<file path="src/rtl/issue_hazard_ctrl_pkg.sv">
// -----------------------------------------------------------------------------
// issue_hazard_ctrl_pkg
// Shared encodings for the issue/hazard controller:
//   - unit_sel_e    : target execution unit of the instruction in ID
//   - stall_cause_e : reason reported on stall_cause_o
//   - state_t       : issue FSM state (ST_RUN, ST_FENCE_INV)
//   - unit_is_ready : maps unit_sel onto the unit_ready vector
// -----------------------------------------------------------------------------
package issue_hazard_ctrl_pkg;

  typedef enum logic [1:0] {
    UNIT_NONE    = 2'd0,  // ALU or no execution unit, single cycle
    UNIT_MUL_DIV = 2'd1,
    UNIT_FPU     = 2'd2,
    UNIT_LSU     = 2'd3
  } unit_sel_e;

  typedef enum logic [2:0] {
    CAUSE_NONE     = 3'd0,
    CAUSE_RAW      = 3'd1,
    CAUSE_WAW      = 3'd2,
    CAUSE_UNIT     = 3'd3,
    CAUSE_OUT_FULL = 3'd4,
    CAUSE_FENCE    = 3'd5
  } stall_cause_e;

  // FSM states kept as plain constants so older code can compare raw bits.
  typedef logic [0:0] state_t;
  localparam state_t ST_RUN       = 1'b0;
  localparam state_t ST_FENCE_INV = 1'b1;

  // Ready bit of the selected unit; the ALU is always ready.
  function automatic logic unit_is_ready(input logic [1:0] sel, input logic [2:0] ready);
    case (sel)
      UNIT_MUL_DIV: return ready[0];
      UNIT_FPU:     return ready[1];
      UNIT_LSU:     return ready[2];
      default:      return 1'b1;
    endcase
  endfunction

endpackage

</file>
<file path="src/rtl/issue_hazard_ctrl_scoreboard.sv">
// -----------------------------------------------------------------------------
// hazard_scoreboard
// 32-entry busy vector for one register file.
//   clk, rst_n          : clock, asynchronous active-low reset
//   set_en / set_idx    : mark a destination busy (long op issued)
//   clr_en / clr_idx    : clear a busy bit (long op completed)
//   look_idx / look_busy: NLOOK combinational lookups of the registered vector
// A set and a clear of the same bit in one cycle leaves the bit set, because
// the new producer is still outstanding. With ZERO_REG the entry 0 is
// hardwired to not-busy (integer x0).
// -----------------------------------------------------------------------------
module hazard_scoreboard #(
  parameter int NLOOK    = 4,
  parameter bit ZERO_REG = 1'b1
) (
  input  logic                  clk,
  input  logic                  rst_n,
  input  logic                  set_en,
  input  logic [4:0]            set_idx,
  input  logic                  clr_en,
  input  logic [4:0]            clr_idx,
  input  logic [NLOOK-1:0][4:0] look_idx,
  output logic [NLOOK-1:0]      look_busy
);

  logic [31:0] busy_reg;
  logic [31:0] busy_next;

  always_comb begin
    busy_next = busy_reg;
    if (clr_en) busy_next[clr_idx] = 1'b0;
    if (set_en) busy_next[set_idx] = 1'b1;  // applied last: set wins
    if (ZERO_REG) busy_next[0] = 1'b0;
  end

  always_ff @(posedge clk or negedge rst_n) begin
    if (!rst_n) busy_reg <= '0;
    else        busy_reg <= busy_next;
  end

  genvar gi;
  generate
    for (gi = 0; gi < NLOOK; gi++) begin : g_look
      assign look_busy[gi] = busy_reg[look_idx[gi]];
    end
  endgenerate

endmodule

</file>
<file path="src/rtl/issue_hazard_ctrl.sv">
// -----------------------------------------------------------------------------
// issue_hazard_ctrl
// Issue controller between Decode (ID) and the execution units. Tracks the
// destinations of long-latency ops in flight, stalls ID on RAW/WAW hazards,
// busy units or a full outstanding count, flushes ID on a branch redirect and
// sequences fence drain followed by a one-cycle fetch invalidate.
//
// Build option: HAZARD_CTRL_FP_SB_EN
//   defined   : an FP scoreboard is tracked; FP sources/destinations checked.
//   undefined : integer-only; FP-flagged sources never stall, FP completions
//               only decrement the outstanding count, freg_wr_en_i is unused.
//
// Ports
//   clk, rst_n                   clock, asynchronous active-low reset
//   dec_valid_i                  ID holds a valid instruction
//   rs1_i, rs2_i, rs3_i          source indices; src_used_i / src_fp_i flags
//   rd_i, reg_wr_en_i, freg_wr_en_i  destination and int/FP write enables
//   unit_sel_i, unit_ready_i     target unit and MUL_DIV/FPU/LSU ready bits
//   fence_i                      instruction in ID is a fence
//   wb_valid_i, wb_is_f_i, wb_rd_i   long-op completion
//   redirect_i                   branch mispredict resolved in EX
//   id_en_o, id_clear_o          ID register enable / clear
//   issue_o                      instruction leaves ID this cycle
//   fetch_inv_o                  fetch invalidate pulse
//   stall_cause_o                reason for the current stall (0 = none)
// -----------------------------------------------------------------------------
module issue_hazard_ctrl
  import issue_hazard_ctrl_pkg::*;
#(
  parameter int MAX_OUT   = 4,    // 1..15, fits the 4-bit outstanding counter
  parameter bit WB_BYPASS = 1'b1
) (
  input  logic       clk,
  input  logic       rst_n,
  input  logic       dec_valid_i,
  input  logic [4:0] rs1_i,
  input  logic [4:0] rs2_i,
  input  logic [4:0] rs3_i,
  input  logic [2:0] src_used_i,
  input  logic [2:0] src_fp_i,
  input  logic [4:0] rd_i,
  input  logic       reg_wr_en_i,
  input  logic       freg_wr_en_i,
  input  logic [1:0] unit_sel_i,
  input  logic [2:0] unit_ready_i,
  input  logic       fence_i,
  input  logic       wb_valid_i,
  input  logic       wb_is_f_i,
  input  logic [4:0] wb_rd_i,
  input  logic       redirect_i,
  output logic       id_en_o,
  output logic       id_clear_o,
  output logic       issue_o,
  output logic       fetch_inv_o,
  output logic [2:0] stall_cause_o
);

  state_t       state_reg, state_next;
  logic [3:0]   out_cnt_reg, out_cnt_next;
  stall_cause_e cause;

  logic [3:0][4:0] look_idx;   // entries 0..2 = rs1..rs3, entry 3 = rd
  logic [2:0][4:0] src_idx;
  logic [3:0]      int_look;
  logic [2:0]      src_busy;
  logic [2:0]      wb_hit;
  logic [2:0]      raw_src;
  logic            waw;
  logic            long_op;
  logic            unit_busy;
  logic            out_full;
  logic            fence_wait;
  logic            stall;
  logic            fence_inv_st;
  logic            cnt_inc;
  logic            cnt_dec;

  assign src_idx  = {rs3_i, rs2_i, rs1_i};
  assign look_idx = {rd_i, rs3_i, rs2_i, rs1_i};

  assign long_op  = (unit_sel_i != UNIT_NONE);

  // ---------------------------------------------------------------------------
  // Scoreboards
  // ---------------------------------------------------------------------------
  hazard_scoreboard #(.NLOOK(4), .ZERO_REG(1'b1)) u_int_sb (
    .clk       (clk),
    .rst_n     (rst_n),
    .set_en    (issue_o & long_op & reg_wr_en_i),
    .set_idx   (rd_i),
    .clr_en    (wb_valid_i & ~wb_is_f_i),
    .clr_idx   (wb_rd_i),
    .look_idx  (look_idx),
    .look_busy (int_look)
  );

`ifdef HAZARD_CTRL_FP_SB_EN
  logic [3:0] fp_look;

  hazard_scoreboard #(.NLOOK(4), .ZERO_REG(1'b0)) u_fp_sb (
    .clk       (clk),
    .rst_n     (rst_n),
    .set_en    (issue_o & long_op & freg_wr_en_i),
    .set_idx   (rd_i),
    .clr_en    (wb_valid_i & wb_is_f_i),
    .clr_idx   (wb_rd_i),
    .look_idx  (look_idx),
    .look_busy (fp_look)
  );

  assign waw = (reg_wr_en_i & int_look[3]) | (freg_wr_en_i & fp_look[3]);
`else
  logic unused_freg_wr;
  assign unused_freg_wr = freg_wr_en_i;

  assign waw = reg_wr_en_i & int_look[3];
`endif

  // ---------------------------------------------------------------------------
  // RAW check per source. The completing register is free this cycle when
  // bypassing, provided the completion targets the same register file.
  // ---------------------------------------------------------------------------
  genvar gi;
  generate
    for (gi = 0; gi < 3; gi++) begin : g_src
`ifdef HAZARD_CTRL_FP_SB_EN
      assign src_busy[gi] = src_fp_i[gi] ? fp_look[gi] : int_look[gi];
`else
      assign src_busy[gi] = ~src_fp_i[gi] & int_look[gi];
`endif
      assign wb_hit[gi]  = WB_BYPASS & wb_valid_i & (wb_rd_i == src_idx[gi]) &
                           (wb_is_f_i == src_fp_i[gi]);
      assign raw_src[gi] = src_used_i[gi] & src_busy[gi] & ~wb_hit[gi];
    end
  endgenerate

  assign unit_busy    = ~unit_is_ready(unit_sel_i, unit_ready_i);
  // A completion in this same cycle does not free a slot for the op in ID.
  assign out_full     = long_op & (out_cnt_reg == 4'(MAX_OUT));
  assign fence_wait   = fence_i & ((out_cnt_reg != 4'd0) | (state_reg != ST_RUN));
  assign fence_inv_st = (state_reg == ST_FENCE_INV);

  // Priority chain; a redirect flushes ID so nothing is reported as stalling.
  always_comb begin
    cause = CAUSE_NONE;
    if (dec_valid_i && !redirect_i) begin
      if      (|raw_src)   cause = CAUSE_RAW;
      else if (waw)        cause = CAUSE_WAW;
      else if (unit_busy)  cause = CAUSE_UNIT;
      else if (out_full)   cause = CAUSE_OUT_FULL;
      else if (fence_wait) cause = CAUSE_FENCE;
    end
  end

  assign stall         = (cause != CAUSE_NONE);
  assign stall_cause_o = cause;
  assign id_en_o       = fence_inv_st | ~stall;
  assign id_clear_o    = redirect_i | fence_inv_st;
  assign fetch_inv_o   = fence_inv_st;
  assign issue_o       = dec_valid_i & ~stall & ~redirect_i & ~fence_i & (state_reg == ST_RUN);

  // ---------------------------------------------------------------------------
  // Outstanding counter: saturates at 0, so stray completions (e.g. ops that
  // were in flight across a reset) are harmless.
  // ---------------------------------------------------------------------------
  assign cnt_inc = issue_o & long_op;
  assign cnt_dec = wb_valid_i & (out_cnt_reg != 4'd0);

  always_comb begin
    out_cnt_next = out_cnt_reg;
    if (cnt_inc && !cnt_dec)      out_cnt_next = out_cnt_reg + 4'd1;
    else if (cnt_dec && !cnt_inc) out_cnt_next = out_cnt_reg - 4'd1;
  end

  // ---------------------------------------------------------------------------
  // Fence FSM: the drained fence is seen in RUN, the next cycle pulses the
  // invalidate and clears ID, then back to RUN.
  // ---------------------------------------------------------------------------
  always_comb begin
    state_next = state_reg;
    case (state_reg)
      ST_RUN: begin
        if (dec_valid_i && fence_i && (out_cnt_reg == 4'd0) && !redirect_i)
          state_next = ST_FENCE_INV;
      end
      default: state_next = ST_RUN;
    endcase
  end

  always_ff @(posedge clk or negedge rst_n) begin
    if (!rst_n) begin
      state_reg   <= ST_RUN;
      out_cnt_reg <= 4'd0;
    end else begin
      state_reg   <= state_next;
      out_cnt_reg <= out_cnt_next;
    end
  end

endmodule
</file>
<file path="config.mk">
export PLATFORM = sky130hd
export DESIGN_NAME = issue_hazard_ctrl
export DESIGN_NICKNAME = d
export VERILOG_FILES = /design/src/rtl/issue_hazard_ctrl_pkg.sv /design/src/rtl/issue_hazard_ctrl_scoreboard.sv /design/src/rtl/issue_hazard_ctrl.sv
export SDC_FILE = /design/constraint.sdc
export NUM_CORES = 1
export LEC_CHECK = 0
export ABC_AREA = 1
export BUFFER_PORTS_ARGS = -buffer_cell sky130_fd_sc_hd__clkbuf_2
export CORE_MARGIN = 2
export CORE_UTILIZATION = 45
export DETAILED_ROUTE_END_ITERATION = 12
export GPL_TIMING_DRIVEN = 0
export PLACE_DENSITY_LB_ADDON = 0.12
export SYNTH_ARGS = -nofsm -noshare
export SYNTH_HDL_FRONTEND = slang
export SYNTH_SLANG_ARGS = --single-unit
</file>
<file path="constraint.sdc">
create_clock -name clk -period 3.6 [get_ports clk]
set_clock_uncertainty 0.05 [all_clocks]
set_input_delay 0.72 -clock clk [delete_from_list [all_inputs] [get_ports clk]]
set_output_delay 0.72 -clock clk [all_outputs]
set_load 0.05 [all_outputs]
</file>
After elaboration in Yosys (flattened, before gate mapping)
Cells that the tools add are included.
- word-level logic and storage cells: 107
- input port bits: 45
- register bits: 36
- output and inout port bits: 7
- reductions and logical operators: 17
- multiplexer cells: 25
- eq/ne operators: 10
- bitwise logic cells: 43
- magnitude comparators: 7
- add/sub/neg operators: 2
- operators with widths (cell ; number):
    $mux W32 ; 2
    $and A32 B32 Y32 ; 1
    $not A32 Y32 ; 1
    $or A32 B32 Y32 ; 1
    $lt A5 B6 Y1 const B ; 5
    $and A1 B1 Y1 ; 26
    $bmux W1 S5 ; 4
    $mux W3 ; 6
    $eq A5 B5 Y1 ; 3
    $not A1 Y1 ; 11
    $demux W1 S5 ; 2
    $ge A5 B1 Y1 const B ; 2
    $logic_and A1 B1 Y1 ; 8
    $mux W1 ; 8
    $mux W4 ; 2
    $add A4 B1 Y4 const B ; 1
    $eq A2 B2 Y1 const B ; 2
    $eq A4 B3 Y1 const B ; 1
    $logic_not A4 Y1 ; 1
    $reduce_bool A2 Y1 ; 2
    $reduce_bool A4 Y1 ; 1
    $sub A4 B1 Y4 const B ; 1
    $eq A1 B1 Y1 ; 3
    $logic_not A1 Y1 ; 3
    5 further kinds ; 7

Depth between registers and ports, before layout
Gate-level depths: netlist of run 1.
- word-level depth: 20
- gate-level depth with buffers: 27
- depth with buffers taken out: 24

Modules after synthesis
A second synthesis of run 1 with hierarchy kept.
- cells, all modules: 595
- area total of the unflattened synthesis: 3483.3 sq um
- by module, submodules not included (module ; area an instance (sq um) ; instances ; cells an instance ; sequential area each (sq um)):
    hazard_scoreboard ; 2632.5 ; 1 ; 433 ; 775.7
    issue_hazard_ctrl ; 850.8 ; 1 ; 162 ; 125.1

Worst setup path before layout of run 1
OpenSTA, ideal clock, no wires.
- kind: input port to output port
- from: input rs1_i[0]
- to: output stall_cause_o[2]
- data arrival time: 2.838 ns
- path slack: -0.008 ns
- data required time: 2.830 ns
- buffers on the path: 2
- cell stages on the path: 13
- path through: buf_4 inv_1 buf_4 nand2_1 nand3_1 nand3_1 nand3_1 nand3_1 nand3_1 inv_1 nor2_1 inv_1 nor3_1
- word-level cells in the longest chain between the ends: 8
- elaborated cells between the ends (all ways): 12
- those cells by class: eq/ne: 1; mux: 4; bitwise: 6; reduce/logical: 1
- RTL lines (item ; RTL line ; source):
    from (decl) ; issue_hazard_ctrl.sv:36 ; input logic [4:0] rs1_i,
    $bmux W1 S5 / $eq A5 B5 Y1 (equally long branches) ; issue_hazard_ctrl_scoreboard.sv:44, issue_hazard_ctrl.sv:131 ;
    $mux W1 (implied by the code) / $and A1 B1 Y1 (equally long branches) ; issue_hazard_ctrl_scoreboard.sv:44, issue_hazard_ctrl.sv:131 ;
    $and A1 B1 Y1 (on tied branches) ; issue_hazard_ctrl.sv:129, issue_hazard_ctrl.sv:131 ;
    $and A1 B1 Y1 / $not A1 Y1 (equally long branches) ; issue_hazard_ctrl.sv:133 ; assign raw_src[gi] = src_used_i[gi] & src_busy[gi] & ~wb_hit[gi];
    $and A1 B1 Y1 * ; issue_hazard_ctrl.sv:133 ;
    $reduce_or A3 Y1 * ; issue_hazard_ctrl.sv:147 ; if (|raw_src) cause = CAUSE_RAW;
    $mux W3 * ; issue_hazard_ctrl.sv:147 ;
    $mux W3 * ; issue_hazard_ctrl.sv:146 ; if (dec_valid_i && !redirect_i) begin
    to (decl) ; issue_hazard_ctrl.sv:55 ; output logic [2:0] stall_cause_o
Mark *: on every way between the ends. The rest lies on a longest branch, timed or not. The select of a mux whose other input is x is not followed.

Worst setup path after layout of run 1
- from: input rs2_i[0]
- to: register out_cnt_reg[3]
- word-level cells in the longest chain between the ends: 18
- elaborated cells between the ends (all ways): 24
- those cells by class: eq/ne: 1; mux: 5; bitwise: 12; reduce/logical: 6
- RTL lines (item ; RTL line ; source):
    from (decl) ; issue_hazard_ctrl.sv:37 ; input logic [4:0] rs2_i,
    $bmux W1 S5 / $eq A5 B5 Y1 (equally long branches) ; issue_hazard_ctrl_scoreboard.sv:44, issue_hazard_ctrl.sv:131 ;
    $mux W1 (implied by the code) / $and A1 B1 Y1 (equally long branches) ; issue_hazard_ctrl_scoreboard.sv:44, issue_hazard_ctrl.sv:131 ;
    $and A1 B1 Y1 (on tied branches) ; issue_hazard_ctrl.sv:129, issue_hazard_ctrl.sv:131 ;
    $and A1 B1 Y1 / $not A1 Y1 (equally long branches) ; issue_hazard_ctrl.sv:133 ;
    $and A1 B1 Y1 * ; issue_hazard_ctrl.sv:133 ;
    $reduce_or A3 Y1 * ; issue_hazard_ctrl.sv:147 ;
    $mux W3 * ; issue_hazard_ctrl.sv:147 ;
    $mux W3 * ; issue_hazard_ctrl.sv:146 ;
    $reduce_bool A3 Y1 * ; issue_hazard_ctrl.sv:155 ; assign stall = (cause != CAUSE_NONE);
    $not A1 Y1 * ; issue_hazard_ctrl.sv:160 ; assign issue_o = dec_valid_i & ~stall & ~redirect_i & ~fence_i & (state_reg == ST_RUN);
    $and A1 B1 Y1 * (4 in series) ; issue_hazard_ctrl.sv:160 ;
    $and A1 B1 Y1 * ; issue_hazard_ctrl.sv:166 ; assign cnt_inc = issue_o & long_op;
    $logic_not A1 Y1 ; issue_hazard_ctrl.sv:172 ; else if (cnt_dec && !cnt_inc) out_cnt_next = out_cnt_reg - 4'd1;
    $logic_and A1 B1 Y1 ; issue_hazard_ctrl.sv:172 ;
    $reduce_bool A2 Y1 (no source line) ; -- ;
    to (signal assigned) ; issue_hazard_ctrl.sv:196 ; out_cnt_reg <= out_cnt_next;
    to (decl) ; issue_hazard_ctrl.sv:59 ; logic [3:0] out_cnt_reg, out_cnt_next;
Marked as above.
A chain may end at the register's enable or synchronous reset.

==> flow_summary_export.csv, run 1 <==
group,metric,value,unit
global_routing,grt_use_total,29.5,%
worst_setup_path,worstPathRequired,3730,ps
global_routing,grt_pass1_wl,20600,um
floorplanning,num_io_pins,52,
worst_setup_path,cp_data_arrival_time,3580,ps
worst_setup_path,crit_chain,"buf_2 > buf_2 > nand2_1 > nand3_1 > nand3_1 > nand3_1 > nand3_1 > nand3_1 > nand2_1 > nor2_1 > o21ai_2 > nand3_2 > nor2_4 > buf_8 > ha_2 > inv_1 > ha_1 > a21o_1 > a21oi_2 > nor2_1 > nor2_1 > nand2_1 > xor2_1",
floorplanning,num_rows,33,
logic_synthesis,yosysSeqAreaShare,23.9,%
route,first_pass_iters,6,
route,drc,0,
worst_setup_path,critPathLaunchType,"primary input",
timing,min_period_over_period,96.0,%
worst_setup_path,worstPathMaxFanout,10,
logic_synthesis,syn_nets,714,
cts,numCtsBuffers,5,
worst_setup_path,end_kind,"flip-flop",
final_layout,diodes,0,
power_and_ir_drop,p_int,0.800,mW
logic_synthesis,synth_cell_type_count,29,
logic_synthesis,synthCells,665,
cts,clk_pin_slew,70,ps
final_layout,seq_area,901,sq um
global_routing,grt_overflow_total,0,
power_and_ir_drop,switching_share,38.2,%
power_and_ir_drop,netSwitchingPower,0.495,mW
power_and_ir_drop,p_leak,2.38,nW
logic_synthesis,synth_area,0.00378,sq mm
timing,final_hold_viol_count,0,
cts,cts.sinks,36,
timing,layout_min_cycle_time,3460,ps
timing,slew_violations,0,
route,vias,4531,
min_path,min_path_type,"flip-flop to flip-flop",
global_routing,grt_use_met2,46.9,%
logic_synthesis,ys_seq_elements,36,
worst_setup_path,cp_slowest_cell,"buf_2",
timing,hold-worst-slack,470,ps
timing,max_freq,289,MHz
outcome,status,"finished, final reports clean",
timing,slew_headroom,41.3,%
final_layout,largest_register_ffs,31,
route,drt-initial-drc-count,323,
global_routing,grt_max_degree,37,
power_and_ir_drop,power.total,1.29,mW
floorplanning,initial_core_util,46.2,%
route,wl_per_cell,15.9,um
final_layout,multiInputGateArea,0.00241,sq mm
logic_synthesis,yosysWarnings,0,
power_and_ir_drop,p_clk_share,23.7,%
place,post-place-cells,809,
final_layout,fin_util,52.7,%
cts,cts_tree,"done",
worst_setup_path,cpPeakStageDelay,260,ps
final_layout,nets,768,
final_layout,fillers,881,
final_layout,instances_no_fill,824,
floorplanning,die_area,0.00914,sq mm
global_routing,met3_usage,2.85,%
global_routing,antenna_found_initial,0,
global_routing,grt_pass1_vias,4112,
cts,cts_root_buf,"clkbuf_8",
timing,setup_viol_count_final,0,
place,port_buffers,39,
final_layout,drive_above_1_share,14.9,%
cts,clock_latency,290,ps
route,ant_nets,0,
floorplanning,die-width,95.6,um
global_routing,grt.met1_usage,40.1,%
floorplanning,fp.dieH,95.6,um
timing,tns,0,ps
final_layout,area_delta_synth_final,14.1,%
flow_run,max-cap-violations,0,
cts,cts_max_level,2,
power_and_ir_drop,p_per_area,300,mW/mm^2
cts,cts_buffer_depth,2,
timing,worstMarginPinSlew,880,ps
floorplanning,core_area,0.00818,sq mm
place,dp_hpwl,9960,um
power_and_ir_drop,p_seq_share,38.0,%
power_and_ir_drop,peakVddDrop,0.398,mV
place,gp_congestion,0.950,
route,viasPerCell,5.50,
logic_synthesis,avgSynthCellArea,5.68,sq um
worst_setup_path,path_common_cell,"nand3_1",
power_and_ir_drop,comb_power_share,38.3,%
worst_setup_path,criticalPathCategory,"primary input to flip-flop",
route,wirelength,13100,um
global_routing,grt-busiest-layer,"met2",
==> routing by layer <==
metal | wire length [um] | share of wire [%] | vias up
met1 | 5620 | 43 | 2059
met3 | 1010 | 7.8 | 34
li1 | - | - | 2223
met5 | 0 | 0 | -
met2 | 6010 | 46 | 215
met4 | 439 | 3.4 | 0
==> worst max-delay path: cells and delay by family <==
family | cells | cell delay [ps]
fa+ha+maj | 2 | 420
buf+inv | 4 | 680
xor+xnor | 1 | 140
simple gates | 13 | 1190
compound gates | 3 | 420
==> path summary, 6_finish.rpt <==
check / start / depth (start not counted) / endpoint / slack [ps]
max in group asynchronous: rst_n / 1 / fetch_inv_o / 2470
worst min-delay path: out_cnt_reg[2] / 2 / out_cnt_reg[2] / 470
min in group asynchronous: rst_n / 1 / u_int_sb.busy_reg[24] / 490
worst max register to register: u_int_sb.busy_reg[16] / 23 / out_cnt_reg[3] / 480
worst min register to register: out_cnt_reg[2] / 2 / out_cnt_reg[2] / 470
worst max-delay path: rs2_i[0] / 23 / out_cnt_reg[3] / 140
==> cell type report <==
cell class / instances / area share [%]
multi-input combinational: 521 / 55.9
timing repair buffer: 47 / 5.92
inverter: 80 / 7.35
buffer: 28 / 4.65
clock buffer: 7 / 2.24
sequential: 36 / 20.9
tap: 105 / 3.05
==> timing repair <==
| action | in CTS | in global routing |
|---|---|---|
| endpoints found under the hold margin | 0 | 0 |
| gates resized for setup | 4 | 11 |
| pin swaps | 1 | 3 |
| hold buffers | 0 | 0 |
| buffers inserted | 1 | 6 |
| endpoints found under the setup margin | 1 | 1 |
| gates cloned | 0 | 1 |
==> cell usage after synthesis <==
cell type,number,area (sq um)
nor3_1,13,65.1
mux2_2,1,11.3
ha_1,3,37.5
o211ai_1,2,15.0
buf_6,7,78.8
nand3_1,126,631
a21o_1,1,7.51
a21oi_1,4,20.0
o21ai_0,39,195
o22ai_1,3,18.8
dfrtp_1,36,901
clkbuf_1,5,18.8
fa_1,1,20.0
buf_2,12,60.1
buf_4,4,30.0
inv_2,1,3.75
xnor2_1,4,35.0
inv_1,77,289
nand4_1,4,25.0
nand3_2,10,100
nor2_4,2,22.5
nand2_1,240,901
xor2_1,2,17.5
or2_2,2,12.5
o21ai_2,1,8.76
nand2_2,1,6.26
nor2_1,62,233
clkinv_1,1,3.75
inv_6,1,8.76
==> per-stage QoR <==
stage / instance area (sq um) / setup WS (ps)
CTS: 4220 / 29.9
finish: 4310 / 143
floorplan: 3780 / 119
global placement: 4110 / -417
detailed placement: 4110 / -427
global route: 4310 / -29.9
==> cell usage in the layout (no fill, tap or decap), types with 3 or more instances in the layout <==
cell type,instances
nand4_1,4
nand2_2,3
buf_4,11
a21oi_1,3
nand2_1,238
clkbuf_1,4
o21ai_0,39
buf_6,6
nand3_1,124
nor2_1,62
clkbuf_2,40
inv_1,75
dfrtp_1,36
clkbuf_8,7
o22ai_1,3
nor3_1,12
buf_2,12
xnor2_1,4
nand3_2,12
==> power groups by stage <==
stage | clock network [mW] | registers [mW] | logic (mW)
global route | 0.336 | 0.498 | 0.561
CTS | 0.315 | 0.490 | 0.474
floorplan | 0 | 0.487 | 0.345
global placement | 0 | 0.497 | 0.462
detailed placement | 0 | 0.498 | 0.470
finish | 0.307 | 0.492 | 0.496
==> kinds of logic (layout without fill, tap and decap cells) <==
family	count (synthesis)	in the layout	synth area share [%]
buffers and inverters	108	162	13.1
AND/OR/NAND/NOR	460	460	52.8
AO/OA/AOI/OAI	50	50	7.02
XOR/XNOR	6	6	1.39
adder cells (fa/ha/maj)	4	4	1.52
flip-flops	36	36	23.9
multiplexers	1	1	0.298
Power figures use the tool's default switching activity.
==> run 2: changes to the inputs <==
Settings changed: CELL_PAD_IN_SITES_DETAIL_PLACEMENT from default to 2, CELL_PAD_IN_SITES_GLOBAL_PLACEMENT from default to 2, CORE_UTILIZATION 45 to 30.
==> run 2 against run 1 <==
  * Power up 25%
  * Count of clock-buffer cells in the layout unchanged
  * Worst setup slack worse by 49 ps
  * Maximum frequency down 1.4%
  * Global-route usage down 2.9 points
  * First-iteration DRC count down 12%
  * Clock power up 77%
  * Die area up 48%
  * Utilization down 14 points
  * Largest cell class unchanged
==> flow_summary_export.csv, run 2 (same netlist as run 1, synthesis figures left out) <==
group,metric,value,unit
outcome,status,"finished, final reports clean",
global_routing,antenna_found_initial,0,
route,ant_nets,0,
worst_setup_path,worstPathRequired,2830,ps
power_and_ir_drop,p_leak,2.49,nW
timing,worstMarginPinSlew,956,ps
final_layout,design_area,0.00468,sq mm
cts,numCtsBuffers,5,
cts,holdBufCountCts,0,
min_path,hold_start,"u_int_sb.busy_reg[19]",
global_routing,grt_max_degree,37,
power_and_ir_drop,p_per_area,346,mW/mm^2
floorplanning,fp.dieH,116,um
final_layout,area_delta_synth_final,23.8,%
global_routing,grt_use_total,26.6,%
worst_setup_path,cpPeakStageDelay,260,ps
cts,cts_buffer_depth,2,
final_layout,diodes,0,
power_and_ir_drop,power.total,1.62,mW
cts,cts_max_level,2,
route,vias,4657,
route,drc,0,
floorplanning,die_area,0.0135,sq mm
worst_setup_path,criticalPathCategory,"primary input to output pin",
final_layout,final_common_cell,"nand2_1",
worst_setup_path,path_buf_inv,7,
place,post-place-cells,872,
final_layout,drive_above_1_share,18.9,%
final_layout,instances_no_fill,894,
global_routing,grt-busiest-layer,"met2",
floorplanning,num_io_pins,52,
worst_setup_path,worstPathMaxFanout,9,
timing,layout_min_cycle_time,3510,ps
place,gp_congestion,0.889,
cts,cts_tree,"done",
place,port_buffers,39,
place,post-place-ws,-630,ps
timing,hold-worst-slack,506,ps
place,dp_hpwl,13600,um
timing,setup_viol_count_final,0,
worst_setup_path,crit_chain,"buf_12 > inv_8 > buf_12 > nand2_1 > nand2_1 > nand2_1 > nand2_2 > nand2_2 > nand2_1 > nor2_1 > nand2_1 > nand2_2 > nand2_2 > nor2_1 > o21ai_2 > nand3_4 > buf_4 > buf_4 > inv_1 > clkbuf_2",
global_routing,met3_usage,2.08,%
global_routing,grt_overflow_total,0,
final_layout,fillers,1566,
final_layout,fin_util,38.4,%
worst_setup_path,setup.worst_path.start,"rd_i[0]",
timing,tns,0,ps
worst_setup_path,end_kind,"output pin",
timing,slew_headroom,36.3,%
cts,cts_root_buf,"clkbuf_16",
final_layout,final_cell_mix,"nand2_1 (227), nand3_1 (121), inv_1 (73), nor2_1 (60), clkbuf_2 (39)",
global_routing,grt_use_met2,46.7,%
min_path,min_path_type,"flip-flop to flip-flop",
cts,clock_latency,290,ps
global_routing,grt_pass1_vias,4942,
route,viasPerCell,5.21,
timing,setup_slack,94.0,ps
final_layout,multiInputGateArea,0.00250,sq mm
worst_setup_path,critPathLaunchType,"primary input",
timing,max_freq,285,MHz
global_routing,grt_pass1_wl,27300,um
flow_run,max-cap-violations,0,
global_routing,grt.met1_usage,35.0,%
timing,slew_violations,0,
final_layout,seq_area,901,sq um
worst_setup_path,cp_data_arrival_time,2740,ps
floorplanning,core_area,0.0122,sq mm
route,drt-initial-drc-count,285,
worst_setup_path,crit_family,"simple AND/OR/NAND/NOR gates",
worst_setup_path,cp_slowest_cell,"clkbuf_2",
floorplanning,die-width,116,um
power_and_ir_drop,peakVddDrop,0.269,mV
final_layout,largest_register_ffs,31,
route,wl_per_cell,20.0,um
place,place_area,0.00419,sq mm
timing,min_period_over_period,97.4,%
route,first_pass_iters,4,
final_layout,nets,774,
floorplanning,num_rows,40,
worst_setup_path,path_common_cell,"nand2_1",
worst_setup_path,reg2reg_from,"u_int_sb.busy_reg[16]",
cts,cts.sinks,36,
timing,final_hold_viol_count,0,
route,wirelength,17900,um
cts,clk_pin_slew,60,ps
floorplanning,initial_core_util,31.0,%
-- run 2: cell count changes in the layout (fill, tap and decap cells not counted), moves of 4 or more --
| cell | before | now |
|---|---|---|
| buf_4 | 11 | 15 |
| clkbuf_16 | 0 | 6 |
| clkbuf_8 | 7 | 2 |
| nand2_1 | 238 | 227 |
| nand2_2 | 3 | 14 |
| nor3_1 | 12 | 8 |
| nor3_2 | 1 | 5 |
-- run 2: where the power goes --
part / internal (mW) / switching [mW] / leakage [nW]
registers: 0.449 / 0.0496 / 0.489
logic: 0.210 / 0.365 / 1.91
clock network: 0.365 / 0.178 / 0.0901
total: 1.02 / 0.592 / 2.49
-- run 2: final cells by class --
cell class / instances / area share, %
Buffer: 27 / 4.84
Clock buffer: 7 / 3.26
Clock inverter: 1 / 0.642
Inverter: 80 / 6.90
Multi-Input combinational cell: 521 / 53.4
Sequential cell: 36 / 19.3
Tap cell: 168 / 4.50
Timing Repair Buffer: 54 / 7.17
-- run 2: routing by layer --
metal	routed length [um]	vias up	share of wire (%)
met5	0	-	0
met4	483	0	2.7
met3	520	25	2.9
met2	8970	94	50
met1	7900	2304	44
li1	-	2234	-
-- run 2: worst min-delay path: cells and delay by family (launching register included) --
kind | cells | cell delay [ps]
AND/OR/NAND/NOR | 1 | 70
flip-flops | 1 | 360
AO/OA/AOI/OAI | 1 | 90
-- run 2: worst paths after layout --
kind | end | slack [ps] | depth (start not counted)
worst max register to register | out_cnt_reg[3] | 360 | 22
worst min register to register | u_int_sb.busy_reg[19] | 510 | 2
worst min-delay path | u_int_sb.busy_reg[19] | 510 | 2
worst max-delay path | issue_o | 90 | 20
max in group asynchronous | u_int_sb.busy_reg[3] | 2370 | 1
min in group asynchronous | u_int_sb.busy_reg[22] | 520 | 1
-- run 2: repair_timing --
item / 4_1_cts / 5_1_grt
endpoints found under the hold margin: 0 / 0
resized for setup: 16 / 43
cloned: 0 / 2
setup endpoints to repair: 2 / 1
pin swaps: 1 / 24
setup buffers: 3 / 10
